### config.mk
export PLATFORM = sky130hd
export DESIGN_NAME = data_cache_refill_unit
export DESIGN_NICKNAME = d
export VERILOG_FILES = /design/src/rtl/data_cache_refill_unit_pkg.sv /design/src/rtl/data_cache_refill_unit_refill_line_assembler.sv /design/src/rtl/data_cache_refill_unit.sv
export SDC_FILE = /design/constraint.sdc
export NUM_CORES = 1
export LEC_CHECK = 0
export CAP_MARGIN = 10
export CORE_MARGIN = 8
export CORE_UTILIZATION = 50
export DETAILED_ROUTE_END_ITERATION = 6
export DONT_BUFFER_PORTS = 1
export SLEW_MARGIN = 20
export SYNTH_ARGS = -nofsm -noshare
export SYNTH_HDL_FRONTEND = slang
export SYNTH_SLANG_ARGS = --single-unit
### constraint.sdc
create_clock -name Clk -period 2.4 [get_ports Clk]
set_clock_uncertainty 0.15 [all_clocks]
set_input_delay 0.36 -clock Clk [delete_from_list [all_inputs] [get_ports Clk]]
set_output_delay 0.36 -clock Clk [all_outputs]
set_load 0.005 [all_outputs]
### src/rtl/data_cache_refill_unit_pkg.sv
// Shared definitions for the L1 data cache refill path: state encoding,
// line/word geometry and the line-base masking helper used by L1 and the
// refill unit alike.
package data_cache_refill_unit_pkg;

  localparam int LINE_W     = 128;
  localparam int WORD_W     = 32;
  localparam int OFFSET_W   = 4;
  localparam int PKG_ADDR_W = 32;

  // Refill FSM encoding (kept as plain constants for legacy tools)
  localparam logic [1:0] ST_IDLE  = 2'd0;
  localparam logic [1:0] ST_FETCH = 2'd1;
  localparam logic [1:0] ST_FILL  = 2'd2;
  localparam logic [1:0] ST_GUARD = 2'd3;

  // Clear the byte offset within a line so the result is line aligned
  function automatic logic [PKG_ADDR_W-1:0] line_base(input logic [PKG_ADDR_W-1:0] addr);
    line_base = {addr[PKG_ADDR_W-1:OFFSET_W], {OFFSET_W{1'b0}}};
  endfunction

endpackage

### src/rtl/data_cache_refill_unit_refill_line_assembler.sv
// Beat counter plus the four word slots that build up a cache line.
// Each slot has its own write enable, so a slot only changes when its own
// beat is captured; the line therefore persists between refills.
module refill_line_assembler #(
  parameter int WORDS = 4,
  parameter int WW    = 32
) (
  input  logic                  clk,
  input  logic                  rst_n,
  input  logic                  start,
  input  logic                  capture,
  input  logic [WW-1:0]         wdata,
  output logic [1:0]            beat,
  output logic [WORDS*WW-1:0]   line
);

  logic [1:0]          beat_d;
  logic [1:0]          beat_q;
  logic [WORDS*WW-1:0] line_d;
  logic [WORDS*WW-1:0] line_q;
  logic [WORDS-1:0]    slot_we_s;

  assign beat = beat_q;
  assign line = line_q;

  // Next beat index and per-slot write of the returned word
  always_comb begin
    beat_d    = beat_q;
    line_d    = line_q;
    slot_we_s = '0;
    if (start) begin
      beat_d = 2'd0;
    end else if (capture) begin
      beat_d = beat_q + 2'd1;
    end else begin
      beat_d = beat_q;
    end
    for (int k = 0; k < WORDS; k++) begin
      slot_we_s[k] = capture && !start && (beat_q == 2'(k));
      if (slot_we_s[k]) begin
        line_d[k*WW +: WW] = wdata;
      end else begin
        line_d[k*WW +: WW] = line_q[k*WW +: WW];
      end
    end
  end

  // Beat counter and slot storage registers
  always_ff @(posedge clk or negedge rst_n) begin
    if (!rst_n) begin
      beat_q <= 2'd0;
      line_q <= '0;
    end else begin
      beat_q <= beat_d;
      line_q <= line_d;
    end
  end

endmodule

### src/rtl/data_cache_refill_unit.sv
// L1 data cache miss handler: fetches a four-word line one word per
// handshake, then presents the assembled line and its aligned address for
// a single-cycle fill. A GUARD cycle lets the L1 hit register settle, and
// the first IDLE cycle afterwards ignores a replayed miss to the same line.
module data_cache_refill_unit #(
  parameter int ADDR_W         = 32,
  parameter int WORDS_PER_LINE = 4,
  parameter int OFFSET_W       = 4
) (
  input  logic                         Clk,
  input  logic                         Reset_n,
  input  logic                         miss_req,
  input  logic [ADDR_W-1:0]            miss_addr,
  output logic                         busy,
  output logic                         mem_req,
  output logic [ADDR_W-1:0]            mem_addr,
  input  logic                         mem_ack,
  input  logic [31:0]                  mem_rdata,
  output logic                         fill_valid,
  output logic [WORDS_PER_LINE*32-1:0] fill_line,
  output logic [ADDR_W-1:0]            fill_addr
);

  import data_cache_refill_unit_pkg::*;

  logic [1:0]               state_d;
  logic [1:0]               state_q;
  logic                     busy_d;
  logic                     busy_q;
  logic                     mem_req_d;
  logic                     mem_req_q;
  logic [ADDR_W-1:0]        mem_addr_d;
  logic [ADDR_W-1:0]        mem_addr_q;
  logic                     fill_valid_d;
  logic                     fill_valid_q;
  logic [ADDR_W-1:0]        fill_addr_d;
  logic [ADDR_W-1:0]        fill_addr_q;
  logic [ADDR_W-OFFSET_W-1:0] last_line_d;
  logic [ADDR_W-OFFSET_W-1:0] last_line_q;
  logic                     last_line_valid_d;
  logic                     last_line_valid_q;
  logic                     suppress_d;
  logic                     suppress_q;

  logic                     start_s;
  logic                     capture_s;
  logic                     suppressed_s;
  logic [ADDR_W-1:0]        base_s;
  logic [1:0]               beat_s;

  assign busy       = busy_q;
  assign mem_req    = mem_req_q;
  assign mem_addr   = mem_addr_q;
  assign fill_valid = fill_valid_q;
  assign fill_addr  = fill_addr_q;

  refill_line_assembler #(
    .WORDS (WORDS_PER_LINE),
    .WW    (32)
  ) u_assembler (
    .clk     (Clk),
    .rst_n   (Reset_n),
    .start   (start_s),
    .capture (capture_s),
    .wdata   (mem_rdata),
    .beat    (beat_s),
    .line    (fill_line)
  );

  // Refill sequencing: accept a miss, walk four beats, pulse fill, guard
  always_comb begin
    state_d           = state_q;
    mem_req_d         = mem_req_q;
    mem_addr_d        = mem_addr_q;
    fill_valid_d      = 1'b0;
    fill_addr_d       = fill_addr_q;
    last_line_d       = last_line_q;
    last_line_valid_d = last_line_valid_q;
    suppress_d        = 1'b0;
    start_s           = 1'b0;
    capture_s         = 1'b0;
    base_s            = line_base(miss_addr);
    suppressed_s      = suppress_q && last_line_valid_q &&
                        (miss_addr[ADDR_W-1:OFFSET_W] == last_line_q);
    case (state_q)
      ST_IDLE: begin
        if (miss_req && !suppressed_s) begin
          state_d     = ST_FETCH;
          start_s     = 1'b1;
          mem_req_d   = 1'b1;
          mem_addr_d  = base_s;
          fill_addr_d = base_s;
        end else begin
          state_d   = ST_IDLE;
          mem_req_d = 1'b0;
        end
      end
      ST_FETCH: begin
        mem_req_d = 1'b1;
        if (mem_ack) begin
          capture_s = 1'b1;
          if (beat_s == 2'd3) begin
            state_d      = ST_FILL;
            mem_req_d    = 1'b0;
            fill_valid_d = 1'b1;
          end else begin
            // Base is line aligned, so the beat step never leaves the line
            mem_addr_d = mem_addr_q + {{(ADDR_W-3){1'b0}}, 3'b100};
          end
        end else begin
          state_d = ST_FETCH;
        end
      end
      ST_FILL: begin
        last_line_d       = fill_addr_q[ADDR_W-1:OFFSET_W];
        last_line_valid_d = 1'b1;
        state_d           = ST_GUARD;
      end
      ST_GUARD: begin
        // Arms same-line suppression for exactly the next IDLE cycle
        suppress_d = 1'b1;
        state_d    = ST_IDLE;
      end
      default: begin
        state_d   = ST_IDLE;
        mem_req_d = 1'b0;
      end
    endcase
    busy_d = (state_d != ST_IDLE);
  end

  // Control and output registers, cleared immediately by reset
  always_ff @(posedge Clk or negedge Reset_n) begin
    if (!Reset_n) begin
      state_q           <= ST_IDLE;
      busy_q            <= 1'b0;
      mem_req_q         <= 1'b0;
      mem_addr_q        <= '0;
      fill_valid_q      <= 1'b0;
      fill_addr_q       <= '0;
      last_line_q       <= '0;
      last_line_valid_q <= 1'b0;
      suppress_q        <= 1'b0;
    end else begin
      state_q           <= state_d;
      busy_q            <= busy_d;
      mem_req_q         <= mem_req_d;
      mem_addr_q        <= mem_addr_d;
      fill_valid_q      <= fill_valid_d;
      fill_addr_q       <= fill_addr_d;
      last_line_q       <= last_line_d;
      last_line_valid_q <= last_line_valid_d;
      suppress_q        <= suppress_d;
    end
  end

endmodule

# == Word-level counts from Yosys, hierarchy flattened ==
# Index checks and enable logic that the tools add are counted.
# totals
inputBits,68
register_bits,225
# classes
reduce_logical,17
eq_ne,10
n_mux,21
n_addsub,2
# ops
op,count
$mux 32,3
$pmux 32 s2,1
$add 32x3->32 const B,1
$eq 28x28->1,1
$mux 1,11
$eq 2x2->1 const B,4
$logic_and 1x1->1,8
$mux 2,4
$pmux 2 s4,1
$ne 2x2->1 const B,3
$reduce_bool 2->1,3
$eq 2x1->1 const B,2
$logic_not 2->1,2
$reduce_and 4->1,1
$add 2x1->2 const B,1
$logic_not 1->1,2
$pmux 1 s2,1
$reduce_and 2->1,1

# == Depth between registers and ports, before layout ==
# Gate-level depths: netlist of run 1.
# logic_depth
word_depth,9
ltp_mapped,8

# == Modules after synthesis ==
# A second synthesis of run 1 with hierarchy kept.
# hier_totals
hier_cells,821
hier_area_um2,10055.9
# by_module_without_submodules
module,instances,seq_area_each_um2,cells_per_inst,area_per_inst_um2
refill_line_assembler,1,3253.1,285,5342.6
data_cache_refill_unit,1,2327.2,536,4713.3

# == Worst setup path before layout of run 1 ==
# OpenSTA, ideal clock, no wires.
# synth_timing
path_kind,flip-flop to flip-flop
from,"register mem_addr_q[12], in the netlist mem_addr[12]"
to,"register mem_addr_q[24], in the netlist mem_addr[24]"
path_stages_with_launch,7
arrival_ps,1832
synth_period_minus_slack_ps,2103
setup_time_ps,121
path_slack_ps,297
cell_sequence,dfrtp_1 -> nand4_2 -> or4_4 -> nor2_4 -> nand3_1 -> mux2_2 -> o22a_1
# synth_via
elab_chain_len,4
# synth_rtl
element,line,rtl
start: declaration,data_cache_refill_unit.sv:33,logic [ADDR_W-1:0] mem_addr_q;
start signal: assignment,data_cache_refill_unit.sv:148,mem_addr_q <= mem_addr_d;
$add 32x3->32,data_cache_refill_unit.sv:108,"mem_addr_d = mem_addr_q + {{(ADDR_W-3){1'b0}}, 3'b100};"
$mux 32,data_cache_refill_unit.sv:102,if (beat_s == 2'd3) begin
$mux 32,data_cache_refill_unit.sv:100,if (mem_ack) begin
$pmux 32 s2,data_cache_refill_unit.sv:85,case (state_q)
# No other way between the ends. The select of a mux whose other input is x is not followed.
# A chain may end at the register's enable or synchronous reset.

# == Worst setup path in the final report of run 1 ==
# layout_timing
from,register last_line_q[9]
to,"register busy_q, in the netlist busy"
# layout_via
elab_chain_len,7
# layout_rtl
element,line,rtl
start: declaration,data_cache_refill_unit.sv:39,logic [ADDR_W-OFFSET_W-1:0] last_line_q;
start signal: assignment,data_cache_refill_unit.sv:151,last_line_q <= last_line_d;
$eq 28x28->1,data_cache_refill_unit.sv:84,(miss_addr[ADDR_W-1:OFFSET_W] == last_line_q);
$logic_and 1x1->1,data_cache_refill_unit.sv:83,suppressed_s = suppress_q && last_line_valid_q &&
$logic_not 1->1,data_cache_refill_unit.sv:87,if (miss_req && !suppressed_s) begin
$logic_and 1x1->1,data_cache_refill_unit.sv:87,
$mux 1,data_cache_refill_unit.sv:87,
$pmux 2 s4,data_cache_refill_unit.sv:85,
$reduce_bool 2->1,data_cache_refill_unit.sv:129,busy_d = (state_d != ST_IDLE);
named net busy_d,data_cache_refill_unit.sv:28,logic busy_d;
end signal: assignment,data_cache_refill_unit.sv:146,busy_q <= busy_d;
end: declaration,data_cache_refill_unit.sv:29,logic busy_q;
# The timed path passes the listed nets, and every way through them passes these cells.

==> results_dict.tcl, run 1 <==
set metrics [dict create \
    die_w_um 154.0 \
    yosys_warnings 0 \
    die_h_um 154.0 \
    drcViolationCount 0 \
    synth_compound_area_share_pct 5.702 \
    ant_nets 0 \
    seq_area_frac_synth_pct 58.60 \
    vdd_ir_drop_max_uv 726.3 \
    synth_area_mm2 0.009523 \
    synthCells 836 \
    htree_levels 1 \
    synthSimpleGateAreaFrac_pct 14.45 \
    swShare_pct 34.62 \
    hp-class "input port to asynchronous set/reset pin" \
    clk_path_buf_depth 3 \
    total_leakage_power_uw 0.005421 \
    pin_count 263 \
    intPower_uw 10600 \
    worst_pin_slew_ns 0.5923 \
    synth_edf_count 0 \
    final-setup-viol-count 0 \
    seqPwrFrac_pct 45.2 \
    power.share.combinational_pct 29.3 \
    switchingPower_uw 5615 \
    synthToLayoutAreaGrowth_pct 23.83 \
    grt_pass1_vias 7382 \
    timing.final.ws_setup_ns 0.05121 \
    grt_overflow_total 0 \
    antenna_found_initial 1 \
    timing.hold.ws_ns -0.6130 \
    cts_buffers 24 \
    rows 50 \
    muxShareOfSynthArea_pct 15.48 \
    final_util_pct 63.04 \
    grt_setup_unrepaired "false" \
    finalCriticalPeriod_ns 2.349 \
    place_hpwl_um 18550 \
    track_usage_pct 22.16 \
    r2r_slack_ns 0.05 \
    synth_xor_area_share_pct 2.667 \
    synthFlopType "dfrtp_1" \
    synth_top_family_by_area "multiplexers" \
    async_flop_share_pct 100.0 \
    crit_fanout 13 \
    vias_per_cell 5.840 \
    synthAdderAreaFrac_pct 0.6569 \
    dieArea_mm2 0.02372 \
    crit_path_start_kind "flip-flop" \
    fillers 1442 \
    n_antenna_cell 0 \
    nets 1008 \
    grt_pass1_wl_um 41790 \
    instances_no_fill 1187 \
    gp_congestion 0.8572 \
    synth.area.top_cells "dfrtp_1 (59%), mux2_2 (15%), nand2_1 (7.6%)" \
    violations "negative hold slack" \
    finalMaxSlewViolations 0 \
    fin_crit_sh_pct 97.87 \
    place_inst 1076 \
    io_buffer_count 0 \
    critPathKind "flip-flop to flip-flop" \
    cts.sinks 223 \
    core_area_mm2 0.01871 \
    slew_headroom_pct 60.51 \
    drt_iter0_drc 435 \
    num_vias 6932 \
    cts_root_buf "clkbuf_16" \
    status "finished with violations" \
    cp.arrival_ns 2.58 \
    clkPwrFrac_pct 25.4 \
    dr.pass1.iters 5 \
    routedWlPerCell_um 23.05 \
    pre_cts_slack_ns -0.1219 \
    syn_area_per_cell_um2 11.39 \
    cts_tree "done" \
    reg2reg_from "last_line_q[9]" \
    maxCapViolCount 0 \
    cts.clk_slew.worst_paths_ns 0.06 \
    hold_viol 223 \
    r2r-end "busy" \
    cp-startpoint "last_line_q[9]" \
    synth.distinct_cells 51 \
    clkLatencyLatePin_ns 0.52 \
    grt_max_degree 224 \
    cts_hold_buffers 61 \
    cp-end-kind "flip-flop" \
    power.density_mw_per_mm2 1375 \
    drive_gt1_share_pct 26.76 \
    clock.fmax_mhz 425.8 \
    critical_path_required_ns 2.63 \
    wl_um 27360 \
    start_util_pct 50.91 \
    ff2ff_path_depth 9 \
    yosys.area.top_type_share_pct 58.60 \
    synth.largest_area_cell "dfrtp_1" \
    ys_ff_latch 223 \
]
[layer usage]
metal | global-route usage, % | share of wire (%) | vias to the layer above
met5 | 0 | 0.048 | -
li1 | - | - | 3072
met4 | 9.333 | 4.5 | 2
met1 | 24.95 | 36 | 3462
met2 | 36.67 | 48 | 319
met3 | 9.109 | 11 | 77
[power by group through the flow]
stage | registers (µW) | clock network [µW] | logic (µW)
after global routing | 7600 | 4330 | 5220
final | 7330 | 4130 | 4760
after detailed placement | 7410 | 0 | 4370
after floorplan | 6820 | 0 | 3090
after global placement | 7350 | 0 | 4170
after CTS | 7380 | 4200 | 4520
[worst max-delay path by stage]
stage                         to  slack [ns]  depth (start not counted)
finish                      busy        0.05                          9
global route        mem_addr[20]       0.004                          9
CTS                 mem_addr[14]        0.03                          9
detailed placement  mem_addr[14]       -0.12                          9
global placement    mem_addr[14]       -0.09                          9
floorplan           mem_addr[24]        0.30                          6
[cell usage after synthesis (6+ instances only)]
library cell	count
inv_1	8
clkbuf_1	30
buf_4	6
nor4_1	7
a21oi_1	26
xor2_1	27
mux2_2	130
a31oi_1	9
nand4_1	6
o21ai_0	12
and3_1	6
nand2_1	194
nor3_1	13
buf_1	7
nor2_1	20
nand3_1	35
dfrtp_1	223
[cells in the final DEF, fill, tap and decap left out, types with 5 or more instances in the layout]
cell type      instances
xor2_1                26
nor4_1                 5
nor3_1                10
nor2_1                19
ha_1                   5
o31ai_1                5
clkbuf_16             27
nor3_2                 5
nand2b_1               5
buf_4                 41
inv_1                  8
and3_1                 6
dfrtp_1              223
buf_12                 6
mux2_2               130
nand3_1               31
dlygate4sd3_1         61
bufinv_16              6
nand2_1              193
conb_1                 6
nand4_1                6
o21ai_0               12
a31oi_1                9
a21oi_1               25
[layout make-up]
| class | count | area [µm²] | area share (%) |
|---|---|---|---|
| clock buffer | 29 | 660.6 | 5.602 |
| clock inverter | 15 | 241.5 | 2.048 |
| inverter | 8 | 30.03 | 0.2546 |
| multi-input combinational | 564 | 3854 | 32.68 |
| sequential | 223 | 5580 | 47.32 |
| tap | 234 | 292.8 | 2.483 |
| timing repair buffer | 114 | 1134 | 9.613 |
[worst max-delay path, cell delays in order (launching register included)]
cell and delay, ns:
dfrtp_1 0.41, xor2_2 0.17, nor4_4 0.37, nand4_1 0.21
buf_6 0.18, o21ai_4 0.21, buf_6 0.16, buf_12 0.10
clkbuf_16 0.16, nand3_1 0.07
[stage by stage]
step                setup TNS, ns  cell area (µm²)  hold slack, ns  total power [µW]
finish                          0            11790         -0.6130             16220
global route                    0            11790         -0.6282             17150
CTS                             0            11580         -0.6303             16100
detailed placement         -2.334            10060        -0.07818             11780
global placement           -1.329            10060        -0.07820             11520
floorplan                       0             9542        -0.08559              9910
[timing repair]
action	4_1_cts	5_1_grt
cloned	0	2
endpoints found under the hold margin	407	223
gates resized for setup	1	23
pin swaps	1	6
setup buffers	0	4
endpoints found under the setup margin	61	29
[logic make-up after synthesis]
kind of cell | after synthesis
compound gates | 85
xor+xnor | 29
buf+inv | 54
other cells | 1
fa+ha+maj | 5
simple gates | 308
flops | 223
mux | 131
[state kept, by name (all words and copies together) (netlist names)]
| signal | cells |
|---|---|
| fill_addr | 28 |
| fill_valid | 1 |
| mem_addr | 30 |
| mem_req | 1 |
| u_assembler.line | 128 |
| busy | 1 |
| last_line_valid_q | 1 |
| state_q | 2 |
| u_assembler.beat | 2 |
| last_line_q | 28 |
| suppress_q | 1 |
Power figures use the tool's default switching activity.
==> run 2: changes to the inputs <==
- CORE_ASPECT_RATIO: default -> 2
- CORE_UTILIZATION: 50 -> 54
- PLACE_DENSITY: default -> 0.69
==> results_dict.tcl, run 2 (same netlist as run 1, synthesis figures left out) <==
set metrics [dict create \
    maxCapViolCount 0 \
    antenna_found_initial 1 \
    clkLatencyLatePin_ns 0.49 \
    tns_ns 0 \
    cp-end-kind "flip-flop" \
    htree_levels 1 \
    core_area_mm2 0.01727 \
    wl_um 28850 \
    grt_pass1_vias 7598 \
    cts_root_buf "clkbuf_16" \
    clk_path_buf_depth 3 \
    dr.pass1.iters 5 \
    drive_gt1_share_pct 25.00 \
    place_hpwl_um 20620 \
    status "finished with violations" \
    cts.sinks 223 \
    fin_crit_sh_pct 95.43 \
    hp-class "input port to asynchronous set/reset pin" \
    synthToLayoutAreaGrowth_pct 21.17 \
    ant_nets 0 \
    finalMaxSlewViolations 0 \
    timing.hold.ws_ns -0.5935 \
    largest_register_ffs 128 \
    grt_setup_unrepaired "true" \
    track_usage_pct 25.64 \
    final-setup-viol-count 0 \
    critical_path_required_ns 2.62 \
    pre_cts_slack_ns 0.06862 \
    power.density_mw_per_mm2 1357 \
    grt_overflow_total 0 \
    final_common_cell "dfrtp_1" \
    drcViolationCount 0 \
    r2r_slack_ns 0.11 \
    vdd_ir_drop_max_uv 1035 \
    layout_common_cells "dfrtp_1 (223), nand2_1 (194), mux2_2 (130)" \
    clock.fmax_mhz 436.6 \
    violations "negative hold slack" \
    cp.arrival_ns 2.51 \
    total_leakage_power_uw 0.005329 \
    grt_pass1_wl_um 43730 \
    rows 68 \
    ff2ff_path_depth 10 \
    die_h_um 203.8 \
    timing.final.ws_setup_ns 0.1097 \
    drt_iter0_drc 423 \
    cts_tree "done" \
    multiInputGateArea_mm2 0.003777 \
    cts_hold_buffers 61 \
    slew_headroom_pct 65.86 \
    r2r-end "fill_addr[8]" \
    final_cell_area_mm2 0.01154 \
    register_area_mm2 0.005580 \
    dieArea_mm2 0.02240 \
    finalPower_uw 15660 \
    grt_max_degree 224 \
    instances_no_fill 1159 \
    critPathKind "flip-flop to flip-flop" \
    gp_congestion 0.9569 \
    place_area_mm2 0.01018 \
    cts.clk_slew.worst_paths_ns 0.07 \
    die_w_um 109.9 \
    routedWlPerCell_um 24.89 \
    place_inst 1062 \
    finalCriticalPeriod_ns 2.290 \
    start_util_pct 55.14 \
    nets 1008 \
    hold_viol 223 \
    num_vias 7038 \
    fillers 1253 \
    crit_fanout 15 \
    reg2reg_from "last_line_q[23]" \
    cts_buffers 20 \
    post_cts_buffers 0 \
    worst_pin_slew_ns 0.5104 \
    pin_count 263 \
    vias_per_cell 6.072 \
    io_buffer_count 0 \
    crit_path_start_kind "flip-flop" \
]
==> run 2: what timing repair did <==
| action | in CTS | in global routing |
|---|---|---|
| setup endpoints to repair | 0 | 14 |
| hold endpoints to repair | 403 | 223 |
| gates resized for setup | 0 | 2 |
==> run 2: worst max path at each step <==
stage,startpoint,to,slack [ns],cells past startpoint
2_1_floorplan,mem_addr[12],mem_addr[24],0.30,6
3_3_place_gp,last_line_q[23],mem_addr[6],0.08,9
3_5_place_dp,last_line_q[23],mem_addr[5],0.07,10
4_1_cts,last_line_q[23],mem_addr[5],0.05,10
5_1_grt,last_line_q[23],mem_addr[24],-0.003,9
6_report,last_line_q[23],fill_addr[8],0.11,10
==> run 2: where the power goes <==
part | switching (µW) | internal [µW] | total [µW]
Combinational | 2370 | 2330 | 4700
Clock | 1390 | 2170 | 3560
Sequential | 1810 | 5580 | 7390
Total | 5570 | 10100 | 15700
==> run 2: per-stage QoR <==
stage | hold WS [ns] | util (%)
2_1_floorplan | -0.08559 | -
3_3_place_gp | -0.07886 | 58.93
3_5_place_dp | -0.07910 | 58.93
4_1_cts | -0.6023 | 66.72
5_1_grt | -0.6069 | 66.81
6_report | -0.5935 | 66.81
==> run 2: critical path, stage by stage (launching register included) <==
cell and delay (ns):
dfrtp_1 0.39, xor2_1 0.24, nor4_1 0.28, buf_4 0.16
nand4_1 0.08, buf_4 0.17, o21a_1 0.19, buf_4 0.21
buf_12 0.15, nand2_1 0.06, nand2_1 0.07
==> run 2: per-layer routing <==
layer  GRT usage (%)  up-vias  wire [µm]
met4           17.24        0       1900
met3           7.525      108       2675
met1           23.45     3486       8679
met2           46.32      378      15590
met5               0        -          0
li1                -     3066          -
==> run 2: area by class of cell <==
| type | count | share of cell area (%) |
|---|---|---|
| multi-input cells | 564 | 32.74 |
| diodes | 1 | 0.02169 |
| clock buffers | 24 | 4.739 |
| flip-flops and latches | 223 | 48.36 |
| repair buffers | 118 | 9.976 |
| well taps | 210 | 2.277 |
| clock inverters | 11 | 1.627 |
| inverters | 8 | 0.2602 |
